<file path="config.mk">
export PLATFORM = sky130hd
export DESIGN_NAME = bus_grant_lock
export DESIGN_NICKNAME = d
export VERILOG_FILES = /design/src/rtl/bus_grant_lock.sv
export SDC_FILE = /design/constraint.sdc
export NUM_CORES = 1
export LEC_CHECK = 0
export CAP_MARGIN = 5
export CORE_ASPECT_RATIO = 0.75
export CORE_MARGIN = 3
export CORE_UTILIZATION = 45
export DETAILED_ROUTE_END_ITERATION = 10
export GPL_ROUTABILITY_DRIVEN = 0
export PLACE_DENSITY = 0.81
export SYNTH_ARGS = -nofsm -noshare
export SYNTH_HDL_FRONTEND = slang
export SYNTH_SLANG_ARGS = --single-unit
</file>
<file path="constraint.sdc">
create_clock -name clk -period 2.6 [get_ports clk]
set_input_delay 0.26 -clock clk [delete_from_list [all_inputs] [get_ports clk]]
set_output_delay 0.26 -clock clk [all_outputs]
set_load 0.02 [all_outputs]
</file>
<file path="src/rtl/bus_grant_lock.sv">
// rtl/bus_grant_lock.sv - round-robin bus arbiter that locks a one-hot grant until transfer done or hold timeout
module bus_grant_lock #(
    parameter int N_MASTERS = 4,
    parameter int MAX_HOLD  = 16
) (
    input  logic                         clk,
    input  logic                         rst_n,
    input  logic [N_MASTERS-1:0]         req,
    input  logic                         xfer_done,
    output logic [N_MASTERS-1:0]         grant,
    output logic                         grant_valid,
    output logic [$clog2(N_MASTERS)-1:0] grant_idx,
    output logic                         timeout_err
);

    localparam int W_IDX  = $clog2(N_MASTERS);
    localparam int W_HOLD = (MAX_HOLD > 0) ? $clog2(MAX_HOLD + 1) : 1;

    localparam logic [W_IDX-1:0]  LAST_IDX  = W_IDX'(N_MASTERS - 1);
    localparam logic [W_HOLD-1:0] HOLD_LAST = W_HOLD'((MAX_HOLD > 0) ? (MAX_HOLD - 1) : 0);
    localparam logic [W_HOLD-1:0] HOLD_SAT  = {W_HOLD{1'b1}};

    localparam logic [0:0] ST_IDLE  = 1'b0;
    localparam logic [0:0] ST_OWNED = 1'b1;

    logic [0:0]           state;
    logic [W_IDX-1:0]     rr_ptr;
    logic [W_HOLD-1:0]    hold_cnt;

    logic                 win_found;
    logic [W_IDX-1:0]     win_idx;
    logic [W_IDX-1:0]     cand_idx;
    logic [N_MASTERS-1:0] win_onehot;
    logic [W_IDX-1:0]     next_ptr;
    int                   cand;

    logic                 owner_req;
    logic                 timeout_hit;
    logic                 release_now;

    // Scan masters starting at rr_ptr; the first requester found wins.
    always_comb begin
        win_found = 1'b0;
        win_idx   = '0;
        cand      = 0;
        cand_idx  = '0;
        for (int i = 0; i < N_MASTERS; i++) begin
            cand = int'(rr_ptr) + i;
            if (cand >= N_MASTERS) begin
                cand = cand - N_MASTERS;
            end
            cand_idx = W_IDX'(cand);
            if (!win_found && req[cand_idx]) begin
                win_found = 1'b1;
                win_idx   = cand_idx;
            end
        end
    end

    always_comb begin
        win_onehot = {{(N_MASTERS-1){1'b0}}, 1'b1} << win_idx;
        next_ptr   = (win_idx == LAST_IDX) ? '0 : (win_idx + 1'b1);
    end

    // Release priority: done, then abandoned request, then hold timeout.
    always_comb begin
        owner_req   = req[grant_idx];
        timeout_hit = (MAX_HOLD != 0) && (hold_cnt == HOLD_LAST);
        release_now = xfer_done || !owner_req || timeout_hit;
    end

    always_ff @(posedge clk or negedge rst_n) begin
        if (!rst_n) begin
            state       <= ST_IDLE;
            rr_ptr      <= '0;
            hold_cnt    <= '0;
            grant       <= '0;
            grant_valid <= 1'b0;
            grant_idx   <= '0;
            timeout_err <= 1'b0;
        end else begin
            timeout_err <= 1'b0;
            case (state)
                ST_IDLE: begin
                    if (win_found) begin
                        state       <= ST_OWNED;
                        grant       <= win_onehot;
                        grant_valid <= 1'b1;
                        grant_idx   <= win_idx;
                        rr_ptr      <= next_ptr;
                        hold_cnt    <= '0;
                    end
                end
                ST_OWNED: begin
                    if (release_now) begin
                        state       <= ST_IDLE;
                        grant       <= '0;
                        grant_valid <= 1'b0;
                        grant_idx   <= '0;
                        hold_cnt    <= '0;
                        timeout_err <= !xfer_done && owner_req;
                    end else if (hold_cnt != HOLD_SAT) begin
                        hold_cnt <= hold_cnt + 1'b1;
                    end
                end
                default: begin
                    state       <= ST_IDLE;
                    grant       <= '0;
                    grant_valid <= 1'b0;
                    grant_idx   <= '0;
                    hold_cnt    <= '0;
                end
            endcase
        end
    end

endmodule

</file>
==> results.sh <==
export IMPL_muxShareOfSynthArea=0.0600
export IMPL_synth_seq_cells=16
export IMPL_cts_htree_levels=1
export IMPL_synth_compound_area_frac=0.193
export IMPL_worstPathRequired_ns=2.79
export IMPL_fin_hold_ws_ns=0.383
export IMPL_multi_input_area_um2=442
export IMPL_cts_setup_buffers=0
export IMPL_fp_dieArea_mm2=0.00252
export IMPL_synth_cells=78
export IMPL_grt_overflow=0
export IMPL_seq_area_frac_synth=0.457
export IMPL_synth_xor_area_frac=0
export IMPL_cap_violations=0
export IMPL_synth_common_cells="dfrtp_1, ha_1, inv_1"
export IMPL_portBuffers=14
export IMPL_grt_pass1_vias=650
export IMPL_hold_buffers=0
export IMPL_root_buffer="clkbuf_4"
export IMPL_p_seq_frac=0.425
export IMPL_synth_top_family_by_area="compound AO/OA/AOI/OAI gates"
export IMPL_fin_cells=116
export IMPL_io_pins=15
export IMPL_cp_slowest_cell="or4b_1"
export IMPL_critPathBufInv=0
export IMPL_clock_latency_ns=0.28
export IMPL_synth_edf_count=0
export IMPL_grt_pass1_wl_um=2930
export IMPL_cp_arrival_ns=2.41
export IMPL_hp_class="in -> async"
export IMPL_ant_nets=0
export IMPL_slew_headroom=0.557
export IMPL_syn_nets=92
export IMPL_first_pass_iters=4
export IMPL_die_w_um=56.9
export IMPL_dieHeight_um=44.2
export IMPL_timing_hold_violations_final=0
export IMPL_fin_crit_sh=0.852
export IMPL_ir_drop_mv=0.849
export IMPL_routed_via_density=5.55
export IMPL_grtUsageTotal=0.154
export IMPL_setup_ws_ns=0.385
export IMPL_clock_skew_final_ns=0.00190
export IMPL_pre_cts_slack_ns=0.405
export IMPL_clock_sinks=16
export IMPL_synth_area_per_cell_um2=11.2
export IMPL_start_kind="flip-flop"
export IMPL_dp_hpwl_um=1240
export IMPL_cp_max_fo=8
export IMPL_synth_distinct_cells=32
export IMPL_yosysTopAreaCell="dfrtp_1"
export IMPL_cts_tree="done"
export IMPL_finalNetCount=110
export IMPL_finalSetupViolations=0
export IMPL_synth_adder_area_share=0.100
export IMPL_wl_um=1640
export IMPL_clockBufferDepth=2
export IMPL_synth_top_area_share=0.457
export IMPL_num_rows=13
export IMPL_grt_max_degree=17
export IMPL_timing_worst_slew_pin_value_ns=0.662
export IMPL_dr_first_iter_drc_count=3
export IMPL_path_cells="ha_1, and3_1, ha_1, or4b_1, a2bb2oi_2, a211o_1, o211ai_1"
export IMPL_ys_flop_type="dfrtp_1"
export IMPL_critical_path_class="reg -> reg"
export IMPL_route_vias_total=644
export IMPL_cp_depth=7
export IMPL_core_mm2=0.00179
export IMPL_clk_pin_slew_worst_paths_ns=0.08
export IMPL_yosysMostFrequentCell="dfrtp_1"
export IMPL_ff_latch_area_um2=400
export IMPL_placedCellCount=113
export IMPL_initial_core_util=0.490
export IMPL_drcViolationCount=0
export IMPL_rsz0062_at_grt="false"
export IMPL_finish_instance_area_mm2=0.00106
export IMPL_leakage_nw=0.459
export IMPL_crit_top_cell="ha_1"
export IMPL_slew_violations=0
export IMPL_synth_area_leaders="dfrtp_1, ha_1, a22o_1, nand2b_1, mux2i_1"
export IMPL_drive_gt1_frac=0.0745
export IMPL_p_per_area_mw_per_mm2=921
export IMPL_fillCellCount=148
export IMPL_outcome="finished, final reports clean"
export IMPL_syn_area_um2=876
export IMPL_antenna_found_initial=0
export IMPL_p_int_w=0.000606
export IMPL_pwr_share_comb=0.449
export IMPL_syn_to_final_growth_pct=20.9
export IMPL_power_share_switching=0.378
export IMPL_netSwitchingPower_w=0.000368
export IMPL_post_dp_cell_area_mm2=0.00104
export IMPL_wl_per_cell_um=14.2
export IMPL_yosys_warnings=0
export IMPL_cts_resized=0
export IMPL_cts_made_buffers=3
export IMPL_slowest_delay_ns=0.49
export IMPL_cp_end_kind="flip-flop"
export IMPL_fin_crit_ns=2.21
export IMPL_async_flop_share=1.00
export IMPL_path_delay_family="simple AND/OR/NAND/NOR gates"
export IMPL_power_frac_clock=0.126
export IMPL_max_freq_mhz=451
export IMPL_n_antenna_cell=0
export IMPL_r2r_cells=7
export IMPL_synthSimpleGateAreaFrac=0.151
export IMPL_tns_ns=0
-- worst paths after layout --
path                                         start                       to  slack [ns]
max                        hold_cnt[0]$_DFFE_PN0P_  hold_cnt[2]$_DFFE_PN0P_        0.39
min                                          rst_n  hold_cnt[2]$_DFFE_PN0P_        0.38
max reg2reg                hold_cnt[0]$_DFFE_PN0P_  hold_cnt[2]$_DFFE_PN0P_        0.39
min reg2reg                   grant[3]$_DFFE_PN0P_     grant[3]$_DFFE_PN0P_        0.51
max in group asynchronous                    rst_n     grant[0]$_DFFE_PN0P_        1.80
min in group clk              grant[3]$_DFFE_PN0P_     grant[3]$_DFFE_PN0P_        0.51
-- metal layers --
layer | global-route usage | wire [µm] | up-vias | part of all wire
met5 | 0 | 0 | - | 0
met4 | 0.0370 | 10 | 0 | 0.0061
met3 | 0.0671 | 81 | 2 | 0.049
met2 | 0.226 | 711 | 13 | 0.43
met1 | 0.212 | 840 | 307 | 0.51
li1 | - | - | 322 | -
-- layout by cell type (no fill, tap or decap), types with 2 or more instances in the layout --
master / Yosys / layout
a22o_1: 5 / 5
clkbuf_4: 0 / 3
clkdlybuf4s50_1: 0 / 14
dfrtp_1: 16 / 16
ha_1: 7 / 7
inv_1: 7 / 7
mux2_2: 2 / 2
mux2i_1: 3 / 3
nand2_1: 2 / 2
nand2b_1: 5 / 5
nand4b_1: 2 / 2
nor2_1: 4 / 4
o21ai_0: 2 / 2
o22ai_1: 2 / 2
o2bb2ai_1: 2 / 2
-- cell type report --
class                      count  area share
clock buffer                   3      0.0213
tap                           22      0.0260
multi-input combinational     54       0.417
sequential                    16       0.378
inverter                       7      0.0248
timing repair buffer          14       0.132
-- logic make-up (layout without fill, tap and decap cells) --
logic type                 Yosys count  after routing
DFF                                 16             16
muxes                                5              5
adders and majority gates            7              7
and+or+nand+nor                     21             21
AOI/OAI and AO/OA                   21             21
buffers and inverters                8             24
-- flip-flops by register name, indices dropped and copies added, names as in the netlist --
signal and count:
hold_cnt 5, rr_ptr 2, timeout_err 1, grant 4
grant_valid 1, grant_idx 2, state 1
-- power groups by stage --
stage          Clock [W]  Sequential, W  Combinational, W
5_1_grt         0.000141       0.000431          0.000477
6_report        0.000122       0.000414          0.000438
4_1_cts         0.000126       0.000414          0.000440
2_1_floorplan          0       0.000444          0.000246
3_5_place_dp           0       0.000414          0.000438
3_3_place_gp           0       0.000412          0.000428
-- per-stage QoR --
step / utilization / power, W
floorplan: - / 0.000690
global placement: 0.579 / 0.000839
CTS: 0.592 / 0.000981
detailed placement: 0.579 / 0.000851
finish: 0.592 / 0.000975
global route: 0.592 / 0.00105
Power figures use the tool's default switching activity.
